$ cat src/rtl/alu_disp_pkg.sv
// Shared constants for the ALU result display: segment patterns, anode patterns, digit codes.
// Signed display is selected by defining ALU_DISP_SIGNED_EN.
package alu_disp_pkg;

  localparam int DIGIT_CYCLES_DEF = 100000;
  localparam int CNT_W            = 20;

  typedef enum logic [1:0] {
    DIG_ONES = 2'd0,
    DIG_TENS = 2'd1,
    DIG_SIGN = 2'd2,
    DIG_FXN  = 2'd3
  } digit_e;

  // Active-low cathodes, bit order {g,f,e,d,c,b,a}
  localparam logic [6:0] SEG_DIGIT [10] = '{
    7'b1000000, 7'b1111001, 7'b0100100, 7'b0110000, 7'b0011001,
    7'b0010010, 7'b0000010, 7'b1111000, 7'b0000000, 7'b0010000
  };
  localparam logic [6:0] SEG_MINUS = 7'b0111111;
  localparam logic [6:0] SEG_BLANK = 7'b1111111;

  localparam logic [3:0] CODE_MINUS = 4'd10;
  localparam logic [3:0] CODE_BLANK = 4'd15;

  localparam logic [3:0] AN_ONES = 4'b1110;
  localparam logic [3:0] AN_TENS = 4'b1101;
  localparam logic [3:0] AN_SIGN = 4'b1011;
  localparam logic [3:0] AN_FXN  = 4'b0111;

  function automatic logic [3:0] anode_for(digit_e d);
    logic [3:0] a;
    case (d)
      DIG_ONES: a = AN_ONES;
      DIG_TENS: a = AN_TENS;
      DIG_SIGN: a = AN_SIGN;
      default:  a = AN_FXN;
    endcase
    return a;
  endfunction

endpackage

$ cat src/rtl/alu_result_display_seg7_decoder.sv
// Combinational 7-segment decoder: codes 0..9 are digits, 10 is minus, anything else blank.
module seg7_decoder
  import alu_disp_pkg::*;
(
  input  logic [3:0] code_i,
  output logic [6:0] seg_o
);

  always_comb begin
    seg_o = SEG_BLANK;
    case (code_i)
      4'd0:       seg_o = SEG_DIGIT[0];
      4'd1:       seg_o = SEG_DIGIT[1];
      4'd2:       seg_o = SEG_DIGIT[2];
      4'd3:       seg_o = SEG_DIGIT[3];
      4'd4:       seg_o = SEG_DIGIT[4];
      4'd5:       seg_o = SEG_DIGIT[5];
      4'd6:       seg_o = SEG_DIGIT[6];
      4'd7:       seg_o = SEG_DIGIT[7];
      4'd8:       seg_o = SEG_DIGIT[8];
      4'd9:       seg_o = SEG_DIGIT[9];
      CODE_MINUS: seg_o = SEG_MINUS;
      default:    seg_o = SEG_BLANK;
    endcase
  end

endmodule

$ cat src/rtl/alu_result_display.sv
// Multiplexed 4-digit display of a captured 6-bit ALU result and its function code.
// Define ALU_DISP_SIGNED_EN to show the result as two's complement (-32..31).
module alu_result_display
  import alu_disp_pkg::*;
#(
  parameter int DIGIT_CYCLES = DIGIT_CYCLES_DEF
) (
  input  logic       clk,
  input  logic       rst,
  input  logic [5:0] X,
  input  logic [2:0] fxn,
  input  logic       load,
  output logic [6:0] seg,
  output logic [3:0] an,
  output logic       dp
);

  localparam logic [CNT_W-1:0] CNT_LAST = CNT_W'(DIGIT_CYCLES - 1);

  logic [CNT_W-1:0] cnt_q, cnt_d;
  digit_e           dig_q, dig_d;
  logic [5:0]       x_q, x_d;
  logic [2:0]       f_q, f_d;
  logic [6:0]       seg_q, seg_d;
  logic [3:0]       an_q, an_d;

  logic             neg;
  logic [5:0]       mag;
  logic [3:0]       tens, ones, code;

  always_comb begin
    x_d = x_q;
    f_d = f_q;
    if (load) begin
      x_d = X;
      f_d = fxn;
    end
  end

  always_comb begin
    cnt_d = cnt_q + CNT_W'(1);
    dig_d = dig_q;
    if (cnt_q == CNT_LAST) begin
      cnt_d = '0;
      dig_d = digit_e'(dig_q + 2'd1);
    end
  end

  // Magnitude of -32 is 100000, which still fits 6 bits unsigned
  always_comb begin
`ifdef ALU_DISP_SIGNED_EN
    neg = x_q[5];
    mag = neg ? (~x_q + 6'd1) : x_q;
`else
    neg = 1'b0;
    mag = x_q;
`endif
    tens = 4'(mag / 6'd10);
    ones = 4'(mag % 6'd10);
  end

  // seg and an are both computed from the upcoming digit so they switch on the same edge
  always_comb begin
    code = CODE_BLANK;
    case (dig_d)
      DIG_ONES: code = ones;
      DIG_TENS: code = (tens == 4'd0) ? CODE_BLANK : tens;
      DIG_SIGN: code = neg ? CODE_MINUS : CODE_BLANK;
      default:  code = {1'b0, f_q};
    endcase
    an_d = anode_for(dig_d);
  end

  seg7_decoder u_dec (
    .code_i (code),
    .seg_o  (seg_d)
  );

  always_ff @(posedge clk) begin
    if (rst) begin
      cnt_q <= '0;
      dig_q <= DIG_ONES;
      x_q   <= '0;
      f_q   <= '0;
      seg_q <= SEG_DIGIT[0];
      an_q  <= AN_ONES;
    end else begin
      cnt_q <= cnt_d;
      dig_q <= dig_d;
      x_q   <= x_d;
      f_q   <= f_d;
      seg_q <= seg_d;
      an_q  <= an_d;
    end
  end

  assign seg = seg_q;
  assign an  = an_q;
  assign dp  = 1'b1;

endmodule

$ cat config.mk
export PLATFORM = sky130hd
export DESIGN_NAME = alu_result_display
export DESIGN_NICKNAME = d
export VERILOG_FILES = /design/src/rtl/alu_disp_pkg.sv /design/src/rtl/alu_result_display_seg7_decoder.sv /design/src/rtl/alu_result_display.sv
export SDC_FILE = /design/constraint.sdc
export NUM_CORES = 1
export LEC_CHECK = 0
export ABC_CLOCK_PERIOD_IN_PS = 2600
export CAP_MARGIN = 5
export CORE_UTILIZATION = 50
export CTS_CLUSTER_SIZE = 25
export DETAILED_ROUTE_END_ITERATION = 10
export GPL_TIMING_DRIVEN = 0
export PLACE_DENSITY = 0.75
export SETUP_SLACK_MARGIN = 0.3
export SKIP_CTS_REPAIR_TIMING = 1
export SYNTH_ARGS = -nofsm -noshare
export SYNTH_HDL_FRONTEND = slang
export SYNTH_SLANG_ARGS = --single-unit
$ cat constraint.sdc
create_clock -name clk -period 2.6 [get_ports clk]
set_input_delay 0.26 -clock clk [delete_from_list [all_inputs] [get_ports clk]]
set_output_delay 0.26 -clock clk [all_outputs]
set_load 0.03 [all_outputs]
======== Yosys cells after proc, flatten, opt, wreduce, memory -nomap -nowiden ========
Memories as Yosys holds them, arrays and structs flattened. A register that Yosys moved wholly into a read port is not among the register bits.
Index checks and enable logic that the tools add are counted.
storage, ports and cells
  word-level logic and storage cells ...... 20
  input port bits ......................... 12
  output and inout port bits .............. 12
  memories ................................ 1
  register bits after elaboration ......... 35
  bits in read-only memories .............. 112
operators by class
  divide/modulo/power cells ............... 2
  mux-type cells .......................... 4
  add/sub/neg operators ................... 2
  reduce and logical (&&, ||, !) cells .... 3
  equal/unequal tests ..................... 3
memory list
  memory            depth  bits a word  rd ports  clocked after Yosys merged registers in  wr ports  line                                   text
  (name not given)  16     7            1         1                                        0         alu_result_display_seg7_decoder.sv:11  case (code_i)
operator list
  cell                                                               count
  4-bit case mux with 3 select lines                                 2
  20-bit by 1-bit adder with 20-bit output, second input constant    1
  20-bit by 17-bit == test with 1-bit output, second input constant  1
  6-bit by 4-bit divider with 6-bit output, second input constant    1
  6-bit by 4-bit modulo with 6-bit output, second input constant     1
  4-bit zero test                                                    1
  4-bit two-way mux                                                  1
  2-bit by 1-bit adder with 2-bit output, second input constant      1
  2-bit by 1-bit == test with 1-bit output, second input constant    1
  2-bit == test, second input constant                               1
  2-bit zero test                                                    1
  2-bit two-way mux                                                  1
  2-bit OR reduction                                                 1

======== Longest topological paths before layout ========
Gate-level depths: netlist of the first run.
  depth in word-level cells ............... 4
  mapped depth ............................ 12
  depth with buffers taken out ............ 11

======== Cells and area by module ========
Synthesis of the first run repeated with hierarchy kept, for this count alone.
second synthesis, totals
  cell total of the unflattened synthesis .. 264
  area total of the unflattened synthesis .. 2227.1 um2
by module, submodules not included
  module              area each (um2)  times used  sequential area each (um2)  cells an instance
  alu_result_display  2003.2           1           840.8                       231
  seg7_decoder        224.0            1           0.0                         33

======== Worst setup path after synthesis of the first run ========
OpenSTA, ideal clock, no wires.
  kind .................................... flip-flop to flip-flop
  start ................................... reg cnt_q[0]
  end ..................................... reg seg_q[5] (netlist: seg[5])
  clock period less this slack ............ 2.548 ns
  path buffers ............................ 1
  required time ........................... 2.469 ns
  cell stages (with the launch flop) ...... 12
  path slack .............................. 0.052 ns
  arrival time ............................ 2.417 ns
  setup time .............................. 0.131 ns
  path through ............................ dfxtp_1 -> ha_1 -> and4_1 -> and2_2 -> and2_4 -> buf_6 -> xnor2_1 -> o32ai_1 -> inv_1 -> ha_1 -> nor3b_1 -> nor3_1
on the way
  cells in the longest elaborated chain, start to end .. 4
  elaborated cells on any way between the ends .. 6
  classes of those cells .................. eq/ne (3); mux (2); reduce/logical (1)
RTL lines
  what                                            line                      text
  start, declared                                 alu_result_display.sv:20  logic [CNT_W-1:0] cnt_q, cnt_d;
  start signal, assigned                          alu_result_display.sv:88  cnt_q <= cnt_d;
  20-bit by 17-bit == test with 1-bit output (*)  alu_result_display.sv:43  if (cnt_q == CNT_LAST) begin
  2-bit two-way mux (*)                           alu_result_display.sv:43
  2-bit == test (tied with other cells)           alu_result_display.sv:65  case (dig_d)
  4-bit case mux with 3 select lines (*)          alu_result_display.sv:65
  end, declared                                   alu_result_display.sv:24  logic [6:0] seg_q, seg_d;
Every way passes the cells marked *; elsewhere a longest branch is shown, timed or not.
A chain may end at the register's enable or synchronous reset.

======== Worst setup path in the final report of the first run ========
  start ................................... reg x_q[3] (netlist: mag[3])
  end ..................................... reg seg_q[0] (netlist: seg[0])
on the way
  cells in the longest elaborated chain, start to end .. 4
  elaborated cells on any way between the ends .. 5
  classes of those cells .................. div (2); mux (2); reduce/logical (1)
RTL lines
  what                                      line                      text
  start, declared                           alu_result_display.sv:22  logic [5:0] x_q, x_d;
  start signal, assigned                    alu_result_display.sv:83  x_q <= '0;
  start signal, assigned                    alu_result_display.sv:90  x_q <= x_d;
  6-bit by 4-bit divider with 6-bit output  alu_result_display.sv:58  tens = 4'(mag / 6'd10);
  4-bit zero test                           alu_result_display.sv:67  DIG_TENS: code = (tens == 4'd0) ? CODE_BLANK : tens;
  4-bit two-way mux                         alu_result_display.sv:67
  4-bit case mux with 3 select lines (*)    alu_result_display.sv:65
Marked as above.

==> flow_metrics.py, run 1 <==
metrics = {
    "logic_synthesis": {
        "synthFlopType": "dfxtp_1",
        "syn_area_per_cell_um2": 8.43,
        "yosysSeqAreaShare_pct": 39.0,
        "synth_cell_type_count": 49,
        "synthesis.instances": 256,
        "syn_nets": 273,
        "async_flop_share_pct": 0,
        "synth_edf_count": 0,
        "ys_ff_latch": 42,
        "yosysWarningCount": 0,
        "netlist_area_um2": 2160,
    },
    "clocking": {
        "cts_max_level": 2,
        "cts_buffers": 5,
        "cts.clk_slew.worst_paths_ns": 0.08,
        "clock-sinks": 42,
        "cts_buffer_depth": 2,
        "clockRootBuffer": "clkbuf_8",
        "cts_tree": "yes",
        "clock_latency_ns": 0.30,
    },
    "sta": {
        "period_minus_slack_ns": 2.48,
        "slew_headroom_pct": 58.7,
        "worst_pin_slew_ns": 0.614,
        "rsz0062_at_grt": "yes",
        "post-route-period-util_pct": 95.4,
        "finClkSkew_ns": 0.0114,
        "maxSlewViolCount": 0,
        "setup_viol": 0,
        "hold_violations": 0,
        "clock.fmax_mhz": 403,
    },
    "global_routing": {
        "grt_pass1_vias": 1714,
        "grt_antenna_before_repair": 0,
        "overflow": 0,
        "grt_pass1_wl_mm": 7.51,
        "grt_start_max_net_pins": 13,
        "grt_usage_pct": 21.8,
    },
    "setup_path": {
        "crit_chain": "or3b_4 -> a21oi_2 -> a21oi_2 -> ha_4 -> nor2_1 -> o32a_1 -> or4_4 -> a31oi_1",
        "critPathRequiredTime_ns": 2.82,
        "cp-start-kind": "flip-flop",
        "arrival_ns": 2.70,
        "crit_fanout": 4,
        "worstSetupPathType": "flip-flop to flip-flop",
        "critPathBufInv": 0,
        "crit_path_end_kind": "flip-flop",
        "critPathMaxStageDelay_ns": 0.54,
        "cp_slowest_cell": "or4_4",
        "crit_top_cell": "a21oi_2",
        "path_delay_family": "simple AND/OR/NAND/NOR gates",
    },
    "floorplanning": {
        "die_w_um": 67.7,
        "row_count": 23,
        "io_pins": 24,
        "die_h_um": 67.7,
        "core_um2": 4090,
        "dieArea_um2": 4580,
        "start_util_pct": 52.8,
    },
    "routing": {
        "vias": 1893,
        "vias_per_cell": 5.41,
        "drt_iter0_markers": 79,
        "ant_nets": 0,
        "wl_per_cell_um": 13.7,
        "first_pass_iters": 5,
        "drc": 0,
        "drt-total-wl_mm": 4.80,
    },
    "finish": {
        "drive_gt1_share_pct": 25.0,
        "finalNetCount": 316,
        "layoutNonFillerInstCount": 350,
        "post-route-util_pct": 71.7,
        "antenna_cells": 0,
        "multi_input_area_um2": 1430,
        "num-fill-cells": 323,
        "ff_latch_area_um2": 855,
        "layout_common_cells": "nor2_1 (39), dfxtp_1 (35), clkdlybuf4s50_1 (21)",
        "final_common_cell": "nor2_1",
        "areaGrowthSynthToFinish_pct": 35.8,
    },
    "power": {
        "p_per_area_nw_per_um2": 540,
        "power_mw": 1.58,
        "irDropWorstVdd_uv": 418,
        "leakage_nw": 1.11,
    },
    "outcome": {
        "status": "finished clean",
    },
    "placed_design": {
        "gp_congestion": 0.860,
        "port_buffers": 21,
        "dpl.cell_count": 327,
        "dp_hpwl_mm": 3.07,
    },
    "run": {
        "cap_violations": 0,
    },
    "min_path": {
        "hold_path_class": "flip-flop to flip-flop",
    },
}
routing by layer:
| metal | vias to the layer above | wire length, µm | part of all wire, % | track usage (%) |
|---|---|---|---|---|
| li1 | 973 | - | - | - |
| met1 | 887 | 2190 | 46 | 25.3 |
| met2 | 26 | 2420 | 50 | 39.0 |
| met3 | 7 | 120 | 2.5 | 4.56 |
| met4 | 0 | 64 | 1.3 | 7.98 |
| met5 | - | 0 | 0 | 0 |
kinds of logic after synthesis:
kind of cell             Yosys count  synth area share (%)
AO/OA/AOI/OAI                     47                  13.9
AND/OR/NAND/NOR                  103                  24.7
other                              1                 0.174
adder cells (fa/ha/maj)            5                  2.90
multiplexers                      12                  5.62
flip-flops                        42                  39.0
XOR/XNOR                          22                  8.93
buffers and inverters             24                  4.87
area by class of cell:
cell class                 instances  area share [%]
multi-input combinational        190            48.8
sequential                        42            29.2
timing repair buffer              36            11.1
buffer                            15            4.01
clock buffer                       7            2.60
tap                               50            2.13
inverter                           9            1.15
clock inverter                     1            1.02
state kept, by name, indices dropped and copies added, names as in the netlist:
signal and count:
cnt_q 20, seg 7, mag 6, an 4, f_q 3, dig_q 2
power by group:
group          internal, mW  switching, mW
Sequential            0.674         0.0175
Combinational         0.190          0.194
Clock                 0.287          0.219
per-stage QoR:
stage          instance area [µm²]  hold WS (ns)  setup slack (ns)  TNS [ns]
2_1_floorplan                 2200         0.362             0.301         0
3_3_place_gp                  2480         0.440            0.0145         0
3_5_place_dp                  2480         0.458          -0.00937   -0.0155
4_1_cts                       2580         0.476           -0.0437   -0.0866
5_1_grt                       2930         0.531            0.0310         0
6_report                      2930         0.497             0.120         0
worst min-delay path: stages, from the launching register on:
cell and delay (ns):
dfxtp_1 0.32, mux2i_1 0.06, nor2_1 0.08
cells in the mapped netlist, types with 8 or more instances:
cell | count | area (µm²)
a21oi_1 | 16 | 80.1
nand2_1 | 14 | 52.6
mux2i_1 | 11 | 110
o21ai_0 | 13 | 65.1
inv_1 | 9 | 33.8
xnor2_1 | 12 | 105
nand3_1 | 9 | 45.0
xor2_1 | 10 | 87.6
nor2_1 | 39 | 146
clkbuf_1 | 8 | 30.0
dfxtp_1 | 42 | 841
worst paths after layout:
path | start | endpoint | slack (ns) | cells after the start
max | mag[3] | seg[0] | 0.12 | 8
min | f_q[2] | f_q[2] | 0.50 | 2
max reg2reg | mag[3] | seg[0] | 0.12 | 8
min reg2reg | f_q[2] | f_q[2] | 0.50 | 2
Power figures use the tool's default switching activity.
==> inputs of run 2 (changes only) <==
SLEW_MARGIN = 10   (was unset)
==> results of run 2 <==
No change in the layout: final DEF, timing and power equal those of run 1.
==> inputs of run 3 (changes only) <==
CELL_PAD_IN_SITES_DETAIL_PLACEMENT = 0   (was unset)
CELL_PAD_IN_SITES_GLOBAL_PLACEMENT = 1   (was unset)
CORE_UTILIZATION = 38   (was 50)
==> flow_metrics.py, run 3 (synthesized netlist as in run 1, its figures left out) <==
metrics = {
    "outcome": {
        "status": "finished clean",
    },
    "routing": {
        "drc": 0,
        "top_layer": "met4",
        "vias": 1855,
        "wl_per_cell_um": 12.3,
        "first_pass_iters": 4,
        "vias_per_cell": 5.00,
        "met2_length_mm": 2.27,
        "ant_nets": 0,
        "drt_iter0_markers": 83,
        "wl_met3_um": 133,
        "met1_length_mm": 2.14,
        "drt-total-wl_mm": 4.58,
    },
    "sta": {
        "hold_violations": 0,
        "fin_ws_ns": 0.145,
        "period_minus_slack_ns": 2.45,
        "rsz0062_at_grt": "yes",
        "timing.setup.tns_ns": 0,
        "worst_pin_slew_ns": 0.628,
        "clock.fmax_mhz": 407,
        "maxSlewViolCount": 0,
        "slew_headroom_pct": 57.8,
        "setup_viol": 0,
        "post-route-period-util_pct": 94.4,
        "finClkSkew_ns": 0.00789,
    },
    "placed_design": {
        "port_buffers": 21,
        "dpl.cell_count": 349,
        "gp_congestion": 0.806,
        "dp_hpwl_mm": 3.16,
        "post-place-ws_ns": -0.0159,
    },
    "min_path": {
        "worstHoldPathCells": 1,
        "hold_path_class": "flip-flop to flip-flop",
    },
    "finish": {
        "post-route-util_pct": 53.3,
        "largest_reg_flops": 20,
        "areaGrowthSynthToFinish_pct": 35.9,
        "layout_common_cells": "nor2_1 (39), dfxtp_1 (34), clkdlybuf4s50_1 (21)",
        "max_flop_register": "cnt_q",
        "antenna_cells": 0,
        "drive_gt1_share_pct": 23.7,
        "layoutNonFillerInstCount": 371,
        "final_common_cell": "nor2_1",
        "finalNetCount": 315,
    },
    "power": {
        "p_per_area_nw_per_um2": 529,
        "power_mw": 1.55,
        "irDropWorstVdd_uv": 279,
        "leakage_nw": 1.11,
    },
    "global_routing": {
        "grt_start_max_net_pins": 14,
        "grt_pass1_vias": 1696,
        "grt_pass1_wl_mm": 7.64,
        "grt_antenna_before_repair": 0,
        "overflow": 0,
        "grt_usage_pct": 15.8,
    },
    "floorplanning": {
        "row_count": 27,
        "core_um2": 5510,
        "io_pins": 24,
        "die_h_um": 77.4,
        "start_util_pct": 39.2,
        "die_w_um": 77.4,
        "dieArea_um2": 5990,
    },
    "setup_path": {
        "crit_top_cell": "and2_4",
        "critPathMaxStageDelay_ns": 0.53,
        "critPathRequiredTime_ns": 2.83,
        "cp-start-kind": "flip-flop",
        "cp_slowest_cell": "or4_4",
        "crit_path_end_kind": "flip-flop",
        "worstSetupPathType": "flip-flop to flip-flop",
        "crit_fanout": 5,
        "reg2reg_depth": 9,
        "crit_chain": "ha_4 -> and4_4 -> and2_4 -> and2_4 -> buf_8 -> mux2i_4 -> o32a_1 -> or4_4 -> a31oi_1",
        "arrival_ns": 2.68,
    },
    "clocking": {
        "cts_buffers": 5,
        "cts_buffer_depth": 2,
        "cts_tree": "yes",
        "cts.clk_slew.worst_paths_ns": 0.08,
        "clockRootBuffer": "clkbuf_8",
        "cts_max_level": 2,
        "clock_latency_ns": 0.30,
        "clock-sinks": 42,
    },
    "run": {
        "cap_violations": 0,
    },
}
-- run 3: changes by cell type in the layout (fill, tap and decap cells not counted), moves of 2 or more --
cell / before / now
buf_6: 6 / 4
a211oi_1: 0 / 2
a211oi_2: 2 / 0
o21ai_0: 10 / 12
-- run 3: final timing paths --
path	start	to	slack, ns
max	cnt_q[0]	seg[0]	0.15
min	cnt_q[0]	cnt_q[0]	0.45
max reg2reg	cnt_q[0]	seg[0]	0.15
min reg2reg	cnt_q[0]	cnt_q[0]	0.45
-- run 3: layout make-up --
type                    count  area (µm²)
fillers                   516        2570
multi-input cells         190        1410
flip-flops and latches     42         856
repair buffers             35         319
plain buffers              15         118
well taps                  72        90.1
clock buffers               6        72.6
clock inverters             2        37.5
inverters                   9        33.8
-- run 3: worst max-delay path, delay by kind of cell, from the launching register on --
kind                     cells  cell delay, ns
buffers and inverters        1            0.13
multiplexers                 1            0.20
AND/OR/NAND/NOR              4            0.99
AO/OA/AOI/OAI                2            0.55
adder cells (fa/ha/maj)      1            0.16
flip-flops                   1            0.36
-- run 3: layer usage --
layer / track usage, % / up-vias
li1: - / 965
met1: 20.3 / 862
met2: 26.7 / 24
met3: 2.94 / 4
met4: 5.09 / 0
met5: 0 / -
-- run 3: power by group --
part           switching, mW  internal [mW]  total (mW)  leakage, nW
Combinational          0.172          0.172       0.344        0.711
Sequential            0.0170          0.674       0.691        0.346
Clock                  0.231          0.287       0.518       0.0514
Total                  0.420           1.13        1.55         1.11
-- run 3: through the flow --
stage,hold slack [ns],cell area (µm²)
after floorplan,0.362,2200
after global placement,0.442,2500
after detailed placement,0.456,2500
after CTS,0.476,2620
after global routing,0.459,2930
final,0.447,2930
